### src/rtl/a1339_spi_responder_if.sv
// SPI pad-side bundle between the sensor-polling master and the emulated A1339 responder.
interface a1339_spi_responder_if;
  logic sck_i;
  logic ss_n_i;
  logic mosi_i;
  logic miso_o;
  logic miso_oe_o;

  modport slave  (input sck_i, ss_n_i, mosi_i, output miso_o, miso_oe_o);
  modport master (output sck_i, ss_n_i, mosi_i, input miso_o, miso_oe_o);
endinterface

### src/rtl/a1339_spi_responder.sv
// A1339 angle-sensor emulator: SPI mode 3 slave with 20-bit frames; the reply to frame N is shifted out in frame N+1.
// Latency: pads pass through 2-FF synchronizers, then one EVAL cycle after ss_n rises; no backpressure, the master owns the bus timing.
module a1339_spi_responder #(
  parameter logic [5:0] ANGLE_ADDR = 6'h20,
  parameter logic [5:0] TURNS_ADDR = 6'h2C,
  parameter int         CNT_W      = 16
) (
  input  logic                 clock,
  input  logic                 reset_n,
  a1339_spi_responder_if.slave spi,
  input  logic [11:0]          angle_i,
  input  logic [11:0]          turns_i,
  output logic [CNT_W-1:0]     frames_ok_o,
  output logic [CNT_W-1:0]     crc_errors_o,
  output logic [CNT_W-1:0]     frame_errors_o,
  output logic [15:0]          last_cmd_o
);

  localparam logic [1:0] ST_IDLE  = 2'd0;
  localparam logic [1:0] ST_SHIFT = 2'd1;
  localparam logic [1:0] ST_EVAL  = 2'd2;

  localparam logic [15:0] ERR_WORD = 16'h8000;

  // x^4+x+1, init 4'hF, MSB first.
  function automatic logic [3:0] crc4(input logic [15:0] w);
    logic [3:0] c;
    c = 4'hF;
    for (int i = 15; i >= 0; i--) begin
      if (c[3] ^ w[i]) c = {c[2:0], 1'b0} ^ 4'h3;
      else             c = {c[2:0], 1'b0};
    end
    return c;
  endfunction

  logic             sck_meta_q,  sck_meta_d;
  logic             sck_sync_q,  sck_sync_d;
  logic             sck_prev_q,  sck_prev_d;
  logic             ss_meta_q,   ss_meta_d;
  logic             ss_sync_q,   ss_sync_d;
  logic             ss_prev_q,   ss_prev_d;
  logic             mosi_meta_q, mosi_meta_d;
  logic             mosi_sync_q, mosi_sync_d;
  logic             armed_q,     armed_d;
  logic [1:0]       state_q,     state_d;
  logic [4:0]       bit_cnt_q,   bit_cnt_d;
  logic [19:0]      shift_out_q, shift_out_d;
  logic [19:0]      shift_in_q,  shift_in_d;
  logic [19:0]      pending_q,   pending_d;
  logic             miso_q,      miso_d;
  logic [CNT_W-1:0] frames_ok_q, frames_ok_d;
  logic [CNT_W-1:0] crc_err_q,   crc_err_d;
  logic [CNT_W-1:0] frame_err_q, frame_err_d;
  logic [15:0]      last_cmd_q,  last_cmd_d;

  logic        sck_rise, sck_fall, ss_rise, ss_fall;
  logic [15:0] rx_word;
  logic [3:0]  rx_crc;
  logic        crc_ok;
  logic [15:0] reply_word;

  assign sck_rise = sck_sync_q & ~sck_prev_q;
  assign sck_fall = ~sck_sync_q & sck_prev_q;
  assign ss_rise  = ss_sync_q & ~ss_prev_q;
  // A fall only counts once ss_n has been seen high since reset.
  assign ss_fall  = armed_q & ss_prev_q & ~ss_sync_q;

  assign rx_word = shift_in_q[19:4];
  assign rx_crc  = shift_in_q[3:0];
  assign crc_ok  = (crc4(rx_word) == rx_crc);

  always_comb begin
    reply_word = ERR_WORD;
    if (rx_word[14])                      reply_word = 16'h0000;
    else if (rx_word[13:8] == ANGLE_ADDR) reply_word = {4'h0, angle_i};
    else if (rx_word[13:8] == TURNS_ADDR) reply_word = {4'h0, turns_i};
  end

  always_comb begin
    sck_meta_d  = spi.sck_i;
    sck_sync_d  = sck_meta_q;
    sck_prev_d  = sck_sync_q;
    ss_meta_d   = spi.ss_n_i;
    ss_sync_d   = ss_meta_q;
    ss_prev_d   = ss_sync_q;
    mosi_meta_d = spi.mosi_i;
    mosi_sync_d = mosi_meta_q;
    armed_d     = armed_q | ss_sync_q;

    state_d     = state_q;
    bit_cnt_d   = bit_cnt_q;
    shift_out_d = shift_out_q;
    shift_in_d  = shift_in_q;
    pending_d   = pending_q;
    miso_d      = miso_q;
    frames_ok_d = frames_ok_q;
    crc_err_d   = crc_err_q;
    frame_err_d = frame_err_q;
    last_cmd_d  = last_cmd_q;

    case (state_q)
      ST_IDLE: begin
        miso_d = 1'b1;
        if (ss_fall) begin
          state_d     = ST_SHIFT;
          shift_out_d = pending_q;
          shift_in_d  = 20'h0;
          bit_cnt_d   = 5'd0;
        end
      end
      ST_SHIFT: begin
        if (ss_rise) begin
          state_d = ST_EVAL;
          miso_d  = 1'b1;
        end else begin
          if (sck_fall) begin
            miso_d      = shift_out_q[19];
            shift_out_d = {shift_out_q[18:0], 1'b0};
          end
          if (sck_rise) begin
            shift_in_d = {shift_in_q[18:0], mosi_sync_q};
            if (bit_cnt_q != 5'd31) bit_cnt_d = bit_cnt_q + 5'd1;
          end
        end
      end
      ST_EVAL: begin
        state_d = ST_IDLE;
        miso_d  = 1'b1;
        if (bit_cnt_q != 5'd20) begin
          if (frame_err_q != '1) frame_err_d = frame_err_q + 1'b1;
        end else if (!crc_ok) begin
          if (crc_err_q != '1) crc_err_d = crc_err_q + 1'b1;
          pending_d = {ERR_WORD, crc4(ERR_WORD)};
        end else begin
          if (frames_ok_q != '1) frames_ok_d = frames_ok_q + 1'b1;
          last_cmd_d = rx_word;
          pending_d  = {reply_word, crc4(reply_word)};
        end
      end
      default: state_d = ST_IDLE;
    endcase
  end

  // ss_n syncs reset low so a select held across reset never looks like a fresh fall.
  always_ff @(posedge clock) begin
    if (!reset_n) begin
      sck_meta_q  <= 1'b1;
      sck_sync_q  <= 1'b1;
      sck_prev_q  <= 1'b1;
      ss_meta_q   <= 1'b0;
      ss_sync_q   <= 1'b0;
      ss_prev_q   <= 1'b0;
      mosi_meta_q <= 1'b0;
      mosi_sync_q <= 1'b0;
      armed_q     <= 1'b0;
      state_q     <= ST_IDLE;
      bit_cnt_q   <= 5'd0;
      shift_out_q <= 20'h0;
      shift_in_q  <= 20'h0;
      pending_q   <= 20'h0000D;
      miso_q      <= 1'b1;
      frames_ok_q <= '0;
      crc_err_q   <= '0;
      frame_err_q <= '0;
      last_cmd_q  <= 16'h0;
    end else begin
      sck_meta_q  <= sck_meta_d;
      sck_sync_q  <= sck_sync_d;
      sck_prev_q  <= sck_prev_d;
      ss_meta_q   <= ss_meta_d;
      ss_sync_q   <= ss_sync_d;
      ss_prev_q   <= ss_prev_d;
      mosi_meta_q <= mosi_meta_d;
      mosi_sync_q <= mosi_sync_d;
      armed_q     <= armed_d;
      state_q     <= state_d;
      bit_cnt_q   <= bit_cnt_d;
      shift_out_q <= shift_out_d;
      shift_in_q  <= shift_in_d;
      pending_q   <= pending_d;
      miso_q      <= miso_d;
      frames_ok_q <= frames_ok_d;
      crc_err_q   <= crc_err_d;
      frame_err_q <= frame_err_d;
      last_cmd_q  <= last_cmd_d;
    end
  end

  assign spi.miso_o     = miso_q;
  assign spi.miso_oe_o  = ~ss_sync_q & armed_q;
  assign frames_ok_o    = frames_ok_q;
  assign crc_errors_o   = crc_err_q;
  assign frame_errors_o = frame_err_q;
  assign last_cmd_o     = last_cmd_q;

endmodule

### src/flat_wrapper.sv
// flat-port wrapper written by rule: the top's interface ports become plain ports
module a1339_spi_responder_flat 
#(
  parameter logic [5:0] ANGLE_ADDR = 6'h20,
  parameter logic [5:0] TURNS_ADDR = 6'h2C,
  parameter int         CNT_W      = 16
)
  (clock, reset_n, angle_i, turns_i, frames_ok_o, crc_errors_o, frame_errors_o, last_cmd_o, spi_sck_i, spi_ss_n_i, spi_mosi_i, spi_miso_o, spi_miso_oe_o);
  a1339_spi_responder_if spi_i ();
  input  logic clock;
  input  logic reset_n;
  input  logic [11:0] angle_i;
  input  logic [11:0] turns_i;
  output logic [CNT_W-1:0] frames_ok_o;
  output logic [CNT_W-1:0] crc_errors_o;
  output logic [CNT_W-1:0] frame_errors_o;
  output logic [15:0] last_cmd_o;
  input wire logic [$bits(spi_i.sck_i)-1:0] spi_sck_i;
  input wire logic [$bits(spi_i.ss_n_i)-1:0] spi_ss_n_i;
  input wire logic [$bits(spi_i.mosi_i)-1:0] spi_mosi_i;
  output wire logic [$bits(spi_i.miso_o)-1:0] spi_miso_o;
  output wire logic [$bits(spi_i.miso_oe_o)-1:0] spi_miso_oe_o;
  assign spi_i.sck_i = spi_sck_i;
  assign spi_i.ss_n_i = spi_ss_n_i;
  assign spi_i.mosi_i = spi_mosi_i;
  assign spi_miso_o = spi_i.miso_o;
  assign spi_miso_oe_o = spi_i.miso_oe_o;
  a1339_spi_responder #(.ANGLE_ADDR(ANGLE_ADDR), .TURNS_ADDR(TURNS_ADDR), .CNT_W(CNT_W)) u_core (.clock(clock), .reset_n(reset_n), .spi(spi_i), .angle_i(angle_i), .turns_i(turns_i), .frames_ok_o(frames_ok_o), .crc_errors_o(crc_errors_o), .frame_errors_o(frame_errors_o), .last_cmd_o(last_cmd_o));
endmodule
### config.mk
export PLATFORM = sky130hd
export DESIGN_NAME = a1339_spi_responder_flat
export DESIGN_NICKNAME = d
export VERILOG_FILES = /design/src/rtl/a1339_spi_responder_if.sv /design/src/rtl/a1339_spi_responder.sv /design/src/flat_wrapper.sv
export SDC_FILE = /design/constraint.sdc
export NUM_CORES = 1
export LEC_CHECK = 0
export BUFFER_PORTS_ARGS = -buffer_cell sky130_fd_sc_hd__buf_2
export CAP_MARGIN = 20
export CORE_UTILIZATION = 62
export DETAILED_ROUTE_END_ITERATION = 8
export GPL_ROUTABILITY_DRIVEN = 0
export GPL_TIMING_DRIVEN = 1
export PLACE_DENSITY = 0.85
export SYNTH_ARGS = -nofsm -noshare
export SYNTH_HDL_FRONTEND = slang
export SYNTH_SLANG_ARGS = --single-unit
export TNS_END_PERCENT = 30
### constraint.sdc
create_clock -name clock -period 6.61 [get_ports clock]
set_clock_uncertainty 0.15 [all_clocks]
set_input_delay 1.322 -clock clock [delete_from_list [all_inputs] [get_ports clock]]
set_output_delay 1.322 -clock clock [all_outputs]
set_load 0.02 [all_outputs]
# == Word level (Yosys, flattened, before mapping) ==
# Index checks and enable logic that the tools add are counted.
# totals
regBits,141
inputBits,29
out_inout_bits,66
elab_cells,227
# classes
add_sub_neg,4
eq_ne,17
muxes,100
bitwise_logic,73
n_reduce_logical,14
# ops
operator,count
$mux W4,45
$mux W20,7
$pmux W20 S2,2
$mux W2,34
$not A2 Y2,30
$add A16 B1 Y16 const B,3
$mux W16,3
$ne A16 B16 Y1 const B,3
$xor A1 B1 Y1,28
$mux W5,4
$reduce_and A4 Y1,4
$eq A6 B6 Y1 const B,2
$ne A2 B1 Y1 const B,5
$ne A5 B5 Y1 const B,2
$pmux W5 S2,1
$and A1 B1 Y1,6
$not A1 Y1,6
$reduce_and A2 Y1,3
$reduce_and A3 Y1,2
$add A5 B1 Y5 const B,1
$reduce_and A5 Y1,1
$eq A4 B4 Y1,1
$pmux W2 S2,1
$reduce_bool A2 Y1,2
other kinds (10),12

# == Depth between registers and ports, before layout ==
# depth
depth_word,108
ltp_mapped,10
depth_no_buf,9

# == Least setup slack after synthesis ==
# OpenSTA, ideal clock, no wires.
# synth_timing
kind,input port to flip-flop
startpoint,in angle_i[5]
endpoint,reg u_core.pending_q[2]
setup_ns,0.074
t_arrival_ns,3.146
required_ns,6.386
setup_slack_ns,3.240
path_stages,7
n_path_buf,0
path_cell_list,or3b_2 > a211oi_2 > mux2i_1 > xnor2_1 > xnor2_1 > xnor3_1 > a31oi_1
# synth_via
elab_chain_len,24
word_cells_on_any_way,27
classes_between,mux: 22; bitwise: 5
# synth_lines
item,line,text
"start, declared",flat_wrapper.sv:12,input logic [11:0] angle_i;
$mux W16 *,a1339_spi_responder.sv:75,"else if (rx_word[13:8] == ANGLE_ADDR) reply_word = {4'h0, angle_i};"
$mux W16 *,a1339_spi_responder.sv:74,if (rx_word[14]) reply_word = 16'h0000;
$xor A1 B1 Y1 *,a1339_spi_responder.sv:30,"if (c[3] ^ w[i]) c = {c[2:0], 1'b0} ^ 4'h3;"
$mux W2 *,a1339_spi_responder.sv:30,
$mux W4 *,a1339_spi_responder.sv:131,end else if (!crc_ok) begin
$mux W4 *,a1339_spi_responder.sv:129,if (bit_cnt_q != 5'd20) begin
$mux W4 *,a1339_spi_responder.sv:101,case (state_q)
$mux W4 *,a1339_spi_responder.sv:131,
(+8 left out),-,
$mux W4 *,a1339_spi_responder.sv:129,
$mux W4 *,a1339_spi_responder.sv:101,
$not A2 Y2 (no line) / $xor A1 B1 Y1 (equally long branches),-,
$mux W2 *,a1339_spi_responder.sv:30,
$mux W4 *,a1339_spi_responder.sv:131,
$mux W4 *,a1339_spi_responder.sv:129,
$mux W4 *,a1339_spi_responder.sv:101,
$mux W20 *,a1339_spi_responder.sv:131,
"end signal, assigned",a1339_spi_responder.sv:180,pending_q <= pending_d;
"end, declared",a1339_spi_responder.sv:49,"logic [19:0] pending_q, pending_d;"
# Mark *: on every way between the ends. The rest lies on a longest branch, timed or not. The select of a mux whose other input is x is not followed.
# A chain may end at the register's enable or synchronous reset.

# == Final worst setup path ==
# layout_timing
startpoint,reg u_core.shift_in_q[15]
endpoint,reg u_core.pending_q[13]
# layout_via
elab_chain_len,14
word_cells_on_any_way,35
classes_between,eq/ne: 3; mux: 15; bitwise: 17
# layout_lines
item,line,text
"start, declared",a1339_spi_responder.sv:48,"logic [19:0] shift_in_q, shift_in_d;"
"start signal, assigned",a1339_spi_responder.sv:179,shift_in_q <= shift_in_d;
$xor A1 B1 Y1,a1339_spi_responder.sv:30,
$mux W2,a1339_spi_responder.sv:30,
$xor A1 B1 Y1 / $not A2 Y2 (equally long branches),-,
$mux W2,a1339_spi_responder.sv:30,
$xor A1 B1 Y1 / $not A2 Y2 (equally long branches),-,
$mux W2,a1339_spi_responder.sv:30,
$not A2 Y2 (no line) / $xor A1 B1 Y1 (equally long branches),-,
$mux W2,a1339_spi_responder.sv:30,
$xor A1 B1 Y1 / $not A2 Y2 (equally long branches),-,
$mux W2,a1339_spi_responder.sv:30,
$not A2 Y2 (no line) / $xor A1 B1 Y1 (equally long branches),-,
$mux W2,a1339_spi_responder.sv:30,
$eq A4 B4 Y1,a1339_spi_responder.sv:70,assign crc_ok = (crc4(rx_word) == rx_crc);
$mux W20 *,a1339_spi_responder.sv:131,
# Mark *: on every way between the ends. The rest lies on a longest branch, timed or not.

==> results.md <==
* Top Ports at 95
* Critical Path RT at 6.89 ns
* Main synth FF type: dfxtp_1
* Drt first-iter violations at ~360
* Mapped Avg Cell Area at 8.44 µm²
* Vias after detailed routing at 6,025
* Starting Density at 0.643
* Total leakage power at 2.94 nW
* Vias in the first global route at 5,545
* Status: complete, no violations
* Row Count at 37
* Sequential share of power at 0.469
* Die area at between 10,000 and 15,000 µm²
* First-pass GRT wire length at 25.3 mm
* Proportion of layout cells with a drive suffix above 1 at 0.171
* Post_cts resized at 0
* Commonest cells in the netlist: dfxtp_1, nand2_1, nand3_1
* Layout fillers at 758
* Initial antenna violation count at 0
* Routed vias/inst at 5.98
* Final wirelength at 15.6 mm
* Area Overhead vs Synth at 15.7%
* YS warnings at 0
* IO Port Bufs at 94
* Hold slack at 0.263 ns
* Routed len/inst at about 16 µm
* Largest cells by area after synthesis: dfxtp_1, nand2_1, nand3_1
* Seq/Total Area, Yosys at 0.412
* R2r setup slk at 3.13 ns
* Most common cell in the netlist: dfxtp_1
* Post-CTS Setup Bufs at 0
* 1st-pass router iterations at 5
* GR Util All Layers at 0.280
* Dpl hpwl at 10.3 mm
* Clk_lat worst skew at 0.52 ns
* RSZ-0062 raised after global routing: no
* Placed cell areas at between 7000 and 8000 µm²
* Critical Path Start Type: flop
* Clk slew on worst S/H paths at 0.06 ns
* Netlist Area Pre-Place at 6700 µm²
* RR Endpoint: u_core.pending_q[13]
* Reg-to-Reg Start: u_core.shift_in_q[15]
* Setup TNS Final at 0 ns
* Post-Route Utilization at 0.744
* Clock power frac at 0.505
* Cts hold-fix bufs at 0
* Synthesized instance count at 794
* Die width at 106 µm
* Synth cell types at 57
* Number of setup violations in the final report at 0
* Critical path type: flop to flop
* Asr flop ratio synth at 0
* Final instance area at slightly below 8000 µm²
* Clock sink count at 138
* WP data arrival at ~3.8 ns
* Upper clock frequency limit at 0.287 GHz
* Slew Limit Fails at 0
* Pre-CTS setup slack at 2.89 ns
* Combinational power share at 0.026
* R2R depth at 7
* Largest net degree at the start of global routing at 97
* Worst-path fanout max at 20
* Sw frac at 0.214
* Core footprint at approximately 10,000 µm²
* Cell Pwr Density at 230 nW/µm²
* H-tree depth at 4
* Area leader, netlist: dfxtp_1
* Die height at between 100 and 150 µm
* Number of flops mapped to enable cells by yosys at 0
* Worst setup path endpoint: u_core.pending_q[13]
* N_diodes at 0
* Post-synth top area share at 0.412
* Final hold violations at 0
* Final worst slack at 3.13 ns
* Worst hold path class: flop to flop
* Layout net count at 894
* Max Cap Viol at 0
* # DRC at 0
* Clock root cell: clkbuf_8
* Total CTS buffers at 17
* Worst VDD drop at 0.149 mV
* Sw Pwr at around 0.38 mW
* Final period util at 0.527
* Post-synthesis register bit count at 138
* Setup crit start: u_core.shift_in_q[15]
* Gr ovfl total at 0
* Synthesized Nets at 829
* CTS tree: built
* Clock buffer depth at 2
* Int Power at 1.40 mW
* Worst slew pin tran at 1.05 ns
* Slew margin rel. at 0.293
* Crit path capture type: flop
* Post-detailed-route count of antenna-violating nets at 0
* Tmin final at between 3 and 4 ns
## power by group through the flow
stage	Combinational, mW	Clock (mW)	Sequential, mW
after floorplan	0.0291	0	0.854
after global placement	0.0435	0	0.855
after detailed placement	0.0448	0	0.855
after CTS	0.0452	0.909	0.837
after global routing	0.0498	0.943	0.837
final	0.0457	0.900	0.837
## through the flow
step                      std cells  total power [mW]
after global routing           1007              1.83
after floorplan                 794             0.884
after global placement          974             0.898
final                          1007              1.78
after detailed placement        975             0.900
after CTS                      1006              1.79
## critical path, cell delays in order, from the launching register on
cell and delay, ns:
dfxtp_1 0.61, xnor2_1 0.21, xnor3_2 0.41, xnor3_1 0.40
nor3_2 0.24, o22a_1 0.63, nand2_1 0.41, o31ai_1 0.33
## registers in the layout, indices dropped and copies added, names as in the netlist, 2 cells and up
signal,cells
u_core.bit_cnt_q,5
u_core.last_cmd_o,16
u_core.shift_in_q,20
u_core.pending_q,17
u_core.crc_errors_o,16
u_core.shift_out_q,20
u_core.frames_ok_o,16
u_core.state_q,2
u_core.frame_errors_o,16
## final cells by class
type,count,area (µm²),share of cell area
clock inverter,12,125,0.0161
inverter,10,37.5,0.00484
sequential,138,2760,0.356
tap,136,170,0.0220
multi-input combinational,592,3670,0.474
timing repair buffer,100,543,0.0701
clock buffer,19,442,0.0570
## cells by family (layout without fill, tap and decap cells)
family | Yosys count | count (layout) | share of synthesized area
buffers and inverters | 64 | 141 | 0.0405
AOI/OAI and AO/OA | 137 | 137 | 0.133
muxes | 31 | 31 | 0.0463
DFF | 138 | 138 | 0.412
adders and majority gates | 6 | 6 | 0.0112
and+or+nand+nor | 362 | 362 | 0.267
xor gates and xnor gates | 56 | 56 | 0.0898
## per-layer routing
metal / vias up / routed length [µm] / track usage
met4: 0 / 316 / 0.123
li1: 2942 / - / -
met1: 2843 / 6570 / 0.344
met3: 29 / 828 / 0.0552
met2: 211 / 7920 / 0.477
met5: - / 0 / 0
## layout by cell type (no fill, tap or decap), types with 5 or more instances in the layout
cell / n
a311oi_1: 16
and4_1: 6
xnor2_1: 30
o31ai_1: 16
nand2_1: 134
buf_2: 94
clkinv_2: 5
mux2i_1: 31
xor2_1: 18
ha_1: 6
a22o_1: 5
and2_1: 8
or3_1: 8
nor2_1: 49
o21ai_0: 21
nand3_1: 66
nand2b_1: 18
nand4_1: 11
dfxtp_1: 138
inv_1: 9
a21oi_1: 55
or4_1: 10
clkbuf_16: 16
xnor3_1: 7
and3_1: 14
nor3_1: 11
## worst min path at each step
stage	start	cells past startpoint	slack, ns	to
after CTS	u_core.sck_meta_q	1	0.26	u_core.sck_prev_d
after floorplan	u_core.sck_meta_q	1	0.24	u_core.sck_prev_d
after global placement	u_core.sck_meta_q	1	0.24	u_core.sck_prev_d
after detailed placement	u_core.sck_meta_q	1	0.25	u_core.sck_prev_d
after global routing	u_core.sck_meta_q	1	0.28	u_core.sck_prev_d
final	u_core.sck_meta_q	1	0.26	u_core.sck_prev_d
No activity file was read; power rests on OpenSTA's default activity.
